## src/rtl/sdram_port_arbiter.sv

```systemverilog
// sdram_port_arbiter
//
// Shares one SDRAM controller between three burst requesters:
//   p1 - program cache (read-only)
//   p2 - data cache (fill / writeback)
//   p3 - video / DMA port (address relative to P3_BASE)
// Each grant is one 4-word burst. Beat strobes, beat offsets and write data
// are routed to and from the granted port only. Read data (from_mem) goes to
// every requester directly, so it is not routed through this block.
//
// Ports:
//   clk, reset                     clock, synchronous active-low reset
//   pN_req / pN_wren / pN_address  burst requests (p1 has no wren)
//   pN_to_mem                      write data for beat pN_offset (p2, p3)
//   pN_ready / pN_offset           beat strobe and beat index to requester N
//   mem_req / mem_wren             burst request and direction to controller
//   mem_address / mem_to_mem       burst base address and write data
//   mem_ready / mem_offset         controller beat strobe and index
//   from_mem                       controller read data
//
// Build option: ARB_ROUND_ROBIN_EN selects rotating priority
// (p1 -> p2 -> p3 -> p1) instead of fixed priority p3 > p2 > p1.

module sdram_port_arbiter #(
    parameter int unsigned       MEM_AW  = 24,
    parameter logic [MEM_AW-1:0] P3_BASE = MEM_AW'(24'hFE0000)
) (
    input  logic              clk,
    input  logic              reset,

    input  logic              p1_req,
    input  logic [31:0]       p1_address,
    output logic              p1_ready,
    output logic [1:0]        p1_offset,

    input  logic              p2_req,
    input  logic              p2_wren,
    input  logic [31:0]       p2_address,
    input  logic [15:0]       p2_to_mem,
    output logic              p2_ready,
    output logic [1:0]        p2_offset,

    input  logic              p3_req,
    input  logic              p3_wren,
    input  logic [16:0]       p3_address,
    input  logic [15:0]       p3_to_mem,
    output logic              p3_ready,
    output logic [1:0]        p3_offset,

    output logic              mem_req,
    output logic              mem_wren,
    output logic [MEM_AW-1:0] mem_address,
    output logic [15:0]       mem_to_mem,
    input  logic              mem_ready,
    input  logic [1:0]        mem_offset,
    input  logic [15:0]       from_mem
);

    typedef enum logic [1:0] {StIdle, StBusy, StRelease} state_e;

    localparam logic [1:0] GntNone = 2'd0;
    localparam logic [1:0] GntP1   = 2'd1;
    localparam logic [1:0] GntP2   = 2'd2;
    localparam logic [1:0] GntP3   = 2'd3;

    state_e      state_q, state_d;
    logic [1:0]  grant_q, grant_d;
    logic [1:0]  winner;
    logic        last_beat;
    logic [MEM_AW-1:0] p3_sum;

    assign last_beat = mem_ready && (mem_offset == 2'd3);
    // Wraps modulo 2^MEM_AW by construction.
    assign p3_sum = P3_BASE + {{(MEM_AW-17){1'b0}}, p3_address};

`ifdef ARB_ROUND_ROBIN_EN
    // Last winner: 0 = p1, 1 = p2, 2 = p3. The port after it ranks first.
    logic [1:0] last_q, last_d;

    always_comb begin
        winner = GntNone;
        case (last_q)
            2'd0: begin
                if      (p2_req) winner = GntP2;
                else if (p3_req) winner = GntP3;
                else if (p1_req) winner = GntP1;
            end
            2'd1: begin
                if      (p3_req) winner = GntP3;
                else if (p1_req) winner = GntP1;
                else if (p2_req) winner = GntP2;
            end
            default: begin
                if      (p1_req) winner = GntP1;
                else if (p2_req) winner = GntP2;
                else if (p3_req) winner = GntP3;
            end
        endcase
    end
`else
    always_comb begin
        winner = GntNone;
        if      (p3_req) winner = GntP3;
        else if (p2_req) winner = GntP2;
        else if (p1_req) winner = GntP1;
    end
`endif

    // State, grant and (optionally) last-winner registers.
    always_ff @(posedge clk) begin
        if (!reset) begin
            state_q <= StIdle;
            grant_q <= GntNone;
`ifdef ARB_ROUND_ROBIN_EN
            last_q  <= 2'd0;
`endif
        end else begin
            state_q <= state_d;
            grant_q <= grant_d;
`ifdef ARB_ROUND_ROBIN_EN
            last_q  <= last_d;
`endif
        end
    end

    // Next-state logic.
    always_comb begin
        state_d = state_q;
        grant_d = grant_q;
`ifdef ARB_ROUND_ROBIN_EN
        last_d  = last_q;
`endif
        unique case (state_q)
            StIdle: begin
                if (winner != GntNone) begin
                    state_d = StBusy;
                    grant_d = winner;
`ifdef ARB_ROUND_ROBIN_EN
                    last_d  = winner - 2'd1;
`endif
                end
            end
            StBusy: begin
                // Requests are ignored until the final beat completes the burst.
                if (last_beat) begin
                    state_d = StRelease;
                    grant_d = GntNone;
                end
            end
            StRelease: begin
                // Dead cycle so the previous winner can drop a stale req.
                state_d = StIdle;
            end
            default: begin
                state_d = StIdle;
                grant_d = GntNone;
            end
        endcase
    end

    // Output routing; everything is quiet outside a burst.
    always_comb begin
        mem_req     = 1'b0;
        mem_wren    = 1'b0;
        mem_address = '0;
        mem_to_mem  = 16'h0000;
        p1_ready    = 1'b0;
        p2_ready    = 1'b0;
        p3_ready    = 1'b0;
        p1_offset   = 2'd0;
        p2_offset   = 2'd0;
        p3_offset   = 2'd0;
        if (state_q == StBusy) begin
            mem_req = 1'b1;
            case (grant_q)
                GntP1: begin
                    mem_address = {p1_address[MEM_AW-1:2], 2'b00};
                    p1_ready    = mem_ready;
                    p1_offset   = mem_offset;
                end
                GntP2: begin
                    mem_wren    = p2_wren;
                    mem_address = {p2_address[MEM_AW-1:2], 2'b00};
                    mem_to_mem  = p2_to_mem;
                    p2_ready    = mem_ready;
                    p2_offset   = mem_offset;
                end
                GntP3: begin
                    mem_wren    = p3_wren;
                    mem_address = {p3_sum[MEM_AW-1:2], 2'b00};
                    mem_to_mem  = p3_to_mem;
                    p3_ready    = mem_ready;
                    p3_offset   = mem_offset;
                end
                default: ;
            endcase
        end
    end

    // Address bits dropped by the burst alignment and the shared read bus.
    logic unused_inputs;
    assign unused_inputs = ^{p1_address, p2_address, p3_sum[1:0], from_mem};

endmodule

```

## config.mk

```make
export PLATFORM = sky130hd
export DESIGN_NAME = sdram_port_arbiter
export DESIGN_NICKNAME = d
export VERILOG_FILES = /design/src/rtl/sdram_port_arbiter.sv
export SDC_FILE = /design/constraint.sdc
export NUM_CORES = 1
export LEC_CHECK = 0
export ABC_CLOCK_PERIOD_IN_PS = 1750
export BUFFER_PORTS_ARGS = -buffer_cell sky130_fd_sc_hd__buf_2
export CAP_MARGIN = 20
export CELL_PAD_IN_SITES_DETAIL_PLACEMENT = 2
export CELL_PAD_IN_SITES_GLOBAL_PLACEMENT = 2
export CORE_MARGIN = 5
export CORE_UTILIZATION = 12
export DETAILED_ROUTE_END_ITERATION = 6
export PLACE_DENSITY_LB_ADDON = 0.1
export SKIP_CTS_REPAIR_TIMING = 1
export SLEW_MARGIN = 20
export SYNTH_ARGS = -nofsm -noshare
export SYNTH_HDL_FRONTEND = slang
export SYNTH_SLANG_ARGS = --single-unit
```

## constraint.sdc

```tcl
create_clock -name clk -period 1.75 [get_ports clk]
set_clock_uncertainty 0.1 [all_clocks]
set_input_delay 0.175 -clock clk [delete_from_list [all_inputs] [get_ports clk]]
set_output_delay 0.175 -clock clk [all_outputs]
set_load 0.02 [all_outputs]
```

==> results of run 1 <==
## cell families after synthesis
logic type             count (synthesis)  share of synthesized area
multiplexers                          32                     0.3171
other                                  1                   0.003096
buffers and inverters                 18                     0.1291
flip-flops                             4                    0.06612
AO/OA/AOI/OAI                         36                     0.2490
AND/OR/NAND/NOR                       65                     0.2355
## cells in the final DEF (no fill, tap or decap), types with 5 or more instances in the layout
master	Yosys	routed
nand2_1	14	14
a21oi_1	8	8
nor2_2	5	5
o21ai_0	7	7
a22oi_2	12	13
mux2_4	12	12
nor2_1	39	39
buf_4	5	9
buf_2	1	148
mux2i_1	17	17
## state kept, by name, indices dropped and copies added, names as in the netlist
register	flops
grant_q	2
state_q	2
## synth_stat cells, drive strengths merged
| library cell | number |
|---|---|
| nand3 | 1 |
| mux2 | 15 |
| inv | 2 |
| clkbuf | 2 |
| o21a | 1 |
| buf | 14 |
| a21oi | 8 |
| nand2b | 3 |
| nor2 | 44 |
| o21ai | 7 |
| mux2i | 17 |
| o32ai | 2 |
| a31oi | 2 |
| a22oi | 15 |
| nor2b | 2 |
| nand2 | 15 |
| o31a | 1 |
| dfxtp | 4 |
| conb | 1 |
## metrics by stage
step / setup WS (ns) / std cells / TNS (ns) / total power, uW
floorplan: 0.2346 / 157 / 0 / 561.5
global placement: 0.2161 / 432 / 0 / 798.4
detailed placement: 0.2151 / 432 / 0 / 804.5
CTS: -0.02636 / 435 / -0.09572 / 1011
global route: -0.03473 / 439 / -0.06032 / 1091
finish: 0.06879 / 439 / 0 / 1003
## worst max-delay path, stage by stage, from the launching register on
cell and delay, ns:
dfxtp_4 0.38, buf_12 0.16, mux2_4 0.31, a22oi_2 0.12
nor2_1 0.05, buf_2 0.16
## routing by layer
layer,up-vias,part of all wire,GRT usage
met3,2,0.092,0.04048
met5,-,0,0
met4,0,0.0021,0.01232
li1,844,-,-
met2,84,0.48,0.1772
met1,799,0.42,0.1178
## worst paths after layout
check | startpoint | slack (ns) | to
min reg2reg | state_q[0]$_SDFFE_PN0P_ | 0.53 | grant_q[0]$_SDFFE_PN0P_
min | mem_offset[1] | 0.12 | state_q[1]$_SDFFE_PN0P_
max | grant_q[0]$_SDFFE_PN0P_ | 0.07 | mem_address[9]
max reg2reg | state_q[1]$_SDFFE_PN0P_ | 0.56 | state_q[0]$_SDFFE_PN0P_
## power by group through the flow
| stage | Clock [uW] | Combinational [uW] | Sequential, uW |
|---|---|---|---|
| floorplan | 0 | 458 | 104 |
| CTS | 205 | 694 | 112 |
| detailed placement | 0 | 691 | 113 |
| global route | 211 | 767 | 114 |
| finish | 195 | 695 | 113 |
| global placement | 0 | 685 | 113 |
## cell type report
cell class	count	area, um^2
clock buffers	3	41.29
fillers	1231	7646
inverters	2	7.507
multi-input cells	135	983.4
flip-flops and latches	4	83.83
well taps	133	166.4
repair buffers	162	890.9
==> summary.txt, run 1 <==
Status = complete, no violations
Cells on worst reg2reg path = 4
Die width = 110.5 um
Worst-path clk slew = 0.03 ns
Ant diodes = 0
Vias in the first global route = 1932
Yosys top cell area share = 0.1488
I/O pin count = 190
Final critical-path share of the clock period = 0.9607
WL/cell = 14.84 um
First-pass GRT wire length = 10310 um
Req. time, crit path = 1.47 ns
Total grt overflow = 0
DRC viols = 0
Total Wirelength = 6515 um
Core ar. = 9819 um^2
Clock Sinks = 4
Clock Latency Late Sink = 0.22 ns
Hold crit path type = input port to flop
Fmax = 0.5948 GHz
Routed vias = 1729
Synth area leaders = mux2_4 (15%), mux2i_1 (14%), a22oi_2 (12%)
CTS root buf = clkbuf_8
Combinational Power Share = 0.693
Initial antenna violation count = 0
Die Y = 110.5 um
Syn Inst Count = 156
Hold path depth = 3
Mean Syn Cell Area = 7.764 um^2
Slew Limit Fails = 0
Layout cells sized above 1 = 0.6634
CTS tree = done
Flop pwr share = 0.112
Setup violations, final = 0
CP Max Fanout = 14
DP Area = 2085 um^2
Crit. End Element = output pin
Clock Power Share = 0.194
Arr. time, crit path = 1.41 ns
Sequential share of the synthesized area = 0.06612
Leak = 0.001136 uW
Crit path kind = flop to output pin
Int Power = 583.1 uW
Area growth syn-to-layout = 79.44%
Total GRT Usage = 0.1006
Yosys reg bits = 4
Yosys warns = 0
Fin crit period = 1.681 ns
PwrDens = 461.3 nW/um^2
Mapped cell area = 1211 um^2
Crit path launch type = flop
Sw Pwr = 419.5 uW
1st-pass router iterations = 2
Initial DRC count = 28
H-Tree Level Count = 1
Final Hold Fails = 0
PortBufs = 149
Worst vdd ir = 0.1351 mV
Library cells used by synthesis = 29
Post-route cell area = 2173 um^2
Util after Layout = 0.2213
Worst Hold Slack = 0.1249 ns
# Max-Cap Violations = 0
Clock buffer depth = 2
Yosys top cell by area = mux2_4
Initial core utilization = 0.1233
Sw Share = 0.4184
Post-DRT Antenna Nets = 0
Layout Nets = 447
Num CTS Buffers = 3
Routability Congestion = 0.6932
Unrepaired setup endpoints after global routing = true
Row Count = 36
DR vias/cell = 3.938
Post-DP HPWL = 5517 um
Largest net degree at the start of global routing = 27
DIE AREA = 12200 um^2
(Power assumes the default switching activity.)
==> inputs of run 2 (changes only) <==
--- a/config.mk
+++ b/config.mk
@@ -5,13 +5,14 @@
 export SDC_FILE = /design/constraint.sdc
 export NUM_CORES = 1
 export LEC_CHECK = 0
+export ABC_AREA = 1
 export ABC_CLOCK_PERIOD_IN_PS = 1750
 export BUFFER_PORTS_ARGS = -buffer_cell sky130_fd_sc_hd__buf_2
 export CAP_MARGIN = 20
 export CELL_PAD_IN_SITES_DETAIL_PLACEMENT = 2
 export CELL_PAD_IN_SITES_GLOBAL_PLACEMENT = 2
 export CORE_MARGIN = 5
-export CORE_UTILIZATION = 12
+export CORE_UTILIZATION = 10
 export DETAILED_ROUTE_END_ITERATION = 6
 export PLACE_DENSITY_LB_ADDON = 0.1
 export SKIP_CTS_REPAIR_TIMING = 1
==> run 2 against run 1 <==
Global-route usage down 0.15 points. Clock power about the same. Non-clock buffer count down 4. Fmax up 1.3%. Setup slack better by 0.021 ns.
==> summary.txt, run 2 <==
Routed vias = 1922
Initial antenna violation count = 0
Sequential share of the synthesized area = 0.07298
Die width = 114.8 um
Tot Pwr = 999.5 uW
Row Count = 38
Total Wirelength = 6975 um
CTS tree = done
WL/cell = 13.81 um
Most numerous cell in the Yosys netlist = nand2_1
Most common cell after layout, fill and taps aside = buf_2
Post-DP HPWL = 5730 um
Status = complete, no violations
Footprint of the multi-input gates = 779.5 um^2
Fill cells = 1366
Int Power = 523.8 uW
I/O pin count = 190
Worst-path clk slew = 0.03 ns
Commonest cells after routing, fill and taps aside = buf_2 (145), nand2_1 (98), inv_1 (20), a21oi_1 (20), nand3_1 (19)
Initial DRC count = 38
Area growth syn-to-layout = 87.46%
Initial core utilization = 0.1017
Yosys reg bits = 4
Sw Pwr = 475.7 uW
Reg2reg setup slack = 0.37 ns
R2r startpoint = state_q[0]$_SDFFE_PN0P_
Clock Latency Late Sink = 0.22 ns
R2r endpoint = grant_q[1]$_SDFFE_PN0P_
Vias in the first global route = 2163
Yosys warns = 0
Slew Limit Fails = 0
DIE AREA = 13170 um^2
Mapped cell area = 1097 um^2
CTS root buf = clkbuf_8
Synth area leaders = nand2_1 (34%), a21oi_1 (9.1%), nand3_1 (8.7%)
Post-synth top flop = dfxtp_1
Die Y = 114.8 um
Clock Sinks = 4
First-pass GRT wire length = 10530 um
End point of the critical path = p1_offset[0]
Sequential Area = 82.58 um^2
Leak = 0.001234 uW
Setup crit start = grant_q[1]$_SDFFE_PN0P_
Combinational Power Share = 0.685
Total GRT Usage = 0.09916
DRC viols = 0
Post-synth EDFFs = 0
HP Start = reset
Most instantiated cells after synthesis = nand2_1 (98), a21oi_1 (20), inv_1 (20)
Crit path launch type = flop
Flop pwr share = 0.121
Final critical-path share of the clock period = 0.9486
Clock buffer depth = 2
DR vias/cell = 3.806
Total grt overflow = 0
Sw Share = 0.4759
1st-pass router iterations = 3
CP Max Fanout = 11
Req. time, crit path = 1.47 ns
Ant diodes = 0
Largest registers = grant_q x2, state_q x2
Yosys top cell by area = nand2_1
Fmax = 0.6024 GHz
H-Tree Level Count = 1
Syn Inst Count = 217
PortBufs = 149
Util after Layout = 0.1906
Arr. time, crit path = 1.39 ns
Setup violations, final = 0
Library cells used by synthesis = 21
PwrDens = 485.9 nW/um^2
Post-DRT Antenna Nets = 0
Clock Power Share = 0.195
Crit path kind = flop to output pin
Core ar. = 10790 um^2
Unrepaired setup endpoints after global routing = false
Hold crit path type = input port to flop
Fin crit period = 1.660 ns
Cells on worst reg2reg path = 7
Layout cells sized above 1 = 0.4795
Yosys top cell area share = 0.3352
Largest net degree at the start of global routing = 33
Worst vdd ir = 0.1669 mV
Asr flop ratio synth = 0
Routability Congestion = 0.6551
Final Hold Fails = 0
Layout Nets = 506
Num CTS Buffers = 3
Mean Syn Cell Area = 5.057 um^2
Crit. End Element = output pin
# Max-Cap Violations = 0
run 2: per-stage QoR:
step	setup slack [ns]	hold WS [ns]	area (um^2)	cells	setup TNS [ns]
floorplan	0.2245	0.2156	1101	218	0
global placement	0.1330	0.3447	1939	500	0
detailed placement	0.1414	0.3582	1939	500	0
CTS	-0.09620	0.1248	1981	503	-1.542
global route	0.00005096	0.1414	2057	505	0
finish	0.08996	0.1286	2057	505	0
run 2: worst min path at each step:
| stage | to | slack, ns | depth (start not counted) |
|---|---|---|---|
| after floorplan | state_q[1]$_SDFFE_PN0P_ | 0.22 | 2 |
| after global placement | state_q[1]$_SDFFE_PN0P_ | 0.34 | 3 |
| after detailed placement | state_q[1]$_SDFFE_PN0P_ | 0.36 | 3 |
| after CTS | state_q[1]$_SDFFE_PN0P_ | 0.12 | 3 |
| after global routing | state_q[1]$_SDFFE_PN0P_ | 0.14 | 3 |
| final | state_q[1]$_SDFFE_PN0P_ | 0.13 | 3 |
run 2: critical path: stages (launching register included):
cell	delay, ns
dfxtp_2	0.35
buf_4	0.16
nor2_8	0.09
buf_12	0.14
inv_2	0.05
nor3_1	0.16
buf_2	0.21
run 2: final cells by class:
cell class,count,area share
timing repair buffer,158,0.4185
multi-input combinational,174,0.3790
tap,140,0.08516
inverter,26,0.05718
sequential,4,0.04015
clock buffer,3,0.02007
run 2: logic make-up after synthesis:
family          synth area share
buf+inv                   0.2280
compound gates            0.1448
other cells             0.003417
flops                    0.07298
simple gates              0.5507
run 2: per-layer routing:
layer / track usage / vias to the layer above / part of all wire
li1: - / 971 / -
met1: 0.1221 / 864 / 0.43
met2: 0.1801 / 84 / 0.48
met3: 0.02105 / 3 / 0.090
met4: 0.01643 / 0 / 0.0050
met5: 0 / - / 0
run 2: power by group through the flow:
stage | Combinational [uW] | Clock [uW] | Sequential, uW
after floorplan | 412 | 0 | 115
after global placement | 657 | 0 | 118
after detailed placement | 667 | 0 | 119
after CTS | 669 | 204 | 117
after global routing | 769 | 208 | 123
final | 684 | 194 | 121
==> inputs of run 3 (changes only) <==
--- a/config.mk
+++ b/config.mk
@@ -14,7 +14,7 @@
 export CORE_MARGIN = 5
 export CORE_UTILIZATION = 10
 export DETAILED_ROUTE_END_ITERATION = 6
-export PLACE_DENSITY_LB_ADDON = 0.1
+export PLACE_DENSITY = 0.82
 export SKIP_CTS_REPAIR_TIMING = 1
 export SLEW_MARGIN = 20
 export SYNTH_ARGS = -nofsm -noshare
==> run 3 against run 2 <==
First-iteration DRC count is 2.6% higher. Sequential share of layout area is 0.059 points lower. Critical path type unchanged. Utilization is 0.87 points higher. Setup slack worse by 0.043 ns. Critical endpoint is now mem_address[2]. Non-clock buffer count is 2 higher. Die area stayed put. Via count is 3.9% higher. Clock power hardly changed. Global-route usage is 0.17 points higher. Wire length is 7.4% higher.
==> summary.txt, run 3 (synthesized netlist as in run 2, its figures left out) <==
Status = complete, no violations
Int Power = 557.0 uW
Clock Sinks = 4
Routability Congestion = 0.7359
Ant diodes = 0
Hold crit path type = input port to flop
Total GRT Usage = 0.1008
Layout Nets = 508
Sw Share = 0.4711
Arr. time, crit path = 1.43 ns
Crit. End Element = output pin
Initial core utilization = 0.1017
Clock buffer depth = 2
Final critical-path share of the clock period = 0.9732
Commonest cells after routing, fill and taps aside = buf_2 (135), nand2_1 (98), a21oi_1 (20)
DRC viols = 0
Final Hold Fails = 0
Die Y = 114.8 um
Clock Latency Late Sink = 0.21 ns
Critical Path, Cell by Cell = buf_6 -> nor2_8 -> clkbuf_16 -> nand2_1 -> nand3_1 -> nand2_1 -> inv_1 -> buf_6
I/O pin count = 190
Die width = 114.8 um
1st-pass router iterations = 4
CP Max Fanout = 6
Most common cell after layout, fill and taps aside = buf_2
Layout cells sized above 1 = 0.4932
Total negative slack = 0 ns
Routed vias = 1996
Vias in the first global route = 2229
Worst-path clk slew = 0.03 ns
Leak = 0.001251 uW
First-pass GRT wire length = 10810 um
Util after Layout = 0.1993
Post-DP HPWL = 6034 um
Top delay family on crit path = buffers and inverters
# Max-Cap Violations = 0
Initial antenna violation count = 0
Area growth syn-to-layout = 96.01%
Buf/Inv on CP = 4
Unrepaired setup endpoints after global routing = true
Num CTS Buffers = 3
H-Tree Level Count = 1
Combinational Power Share = 0.703
WL/cell = 14.77 um
Total grt overflow = 0
Initial DRC count = 39
Fmax = 0.5872 GHz
Slowest stage cell, crit path = dfxtp_4
CTS root buf = clkbuf_8
Largest net degree at the start of global routing = 33
CTS tree = done
Clock Power Share = 0.182
Setup violations, final = 0
Slowest cell delay on critical path = 0.36 ns
Largest registers = grant_q x2, state_q x2
Flop pwr share = 0.115
Fill cells = 1365
DIE AREA = 13170 um^2
Row Count = 38
DR vias/cell = 3.937
Worst vdd ir = 0.2181 mV
Core ar. = 10790 um^2
Worst Hold Slack = 0.1616 ns
Post-DRT Antenna Nets = 0
Crit path launch type = flop
Sw Pwr = 496.1 uW
Crit path kind = flop to output pin
Req. time, crit path = 1.47 ns
Slew Limit Fails = 0
PwrDens = 489.6 nW/um^2
PortBufs = 149
Total Wirelength = 7488 um
Fin crit period = 1.703 ns
## run 3: cell count changes in the layout (fill, tap and decap cells not counted), sizes merged
cell    delta
clkbuf     +2
## run 3: layer usage
metal	GRT usage	vias to the layer above	wire, um
met1	0.1082	926	2784
met5	0	-	0
met2	0.2045	84	4101
met3	0.01526	6	515
li1	-	980	-
met4	0.02191	0	87
## run 3: stage by stage
stage	power, uW	cell area, um^2	setup slack [ns]	cells
6_report	1053	2151	0.04696	507
5_1_grt	1145	2151	-0.05714	507
4_1_cts	981.2	1973	-0.1264	502
3_5_place_dp	782.3	1932	0.1115	499
3_3_place_gp	751.3	1932	0.1966	499
2_1_floorplan	526.9	1101	0.2245	218
## run 3: path summary, 6_finish.rpt
| path | cells past startpoint | slack (ns) | from | end |
|---|---|---|---|---|
| worst max-delay path | 8 | 0.05 | grant_q[1]$_SDFFE_PN0P_ | mem_address[2] |
| worst min-delay path | 3 | 0.16 | reset | grant_q[1]$_SDFFE_PN0P_ |
| worst max register to register | 6 | 0.49 | state_q[0]$_SDFFE_PN0P_ | grant_q[0]$_SDFFE_PN0P_ |
| worst min register to register | 3 | 0.50 | state_q[0]$_SDFFE_PN0P_ | state_q[0]$_SDFFE_PN0P_ |
## run 3: power by group through the flow
| stage | Combinational [uW] | Sequential (uW) | Clock, uW |
|---|---|---|---|
| floorplan | 412 | 115 | 0 |
| global placement | 634 | 117 | 0 |
| detailed placement | 664 | 118 | 0 |
| CTS | 667 | 117 | 196 |
| global route | 821 | 123 | 202 |
| finish | 740 | 121 | 192 |
## run 3: cell type report
class | instances | area [um^2] | share of cell area
clock buffer | 3 | 41.29 | 0.01920
inverter | 26 | 120.1 | 0.05585
multi-input combinational | 174 | 779.5 | 0.3624
sequential | 4 | 85.08 | 0.03956
tap | 140 | 175.2 | 0.08144
timing repair buffer | 160 | 949.7 | 0.4415
## run 3: worst min-delay path, stage by stage
cell and delay, ns:
buf_2 0.11, inv_1 0.10, a21oi_1 0.05
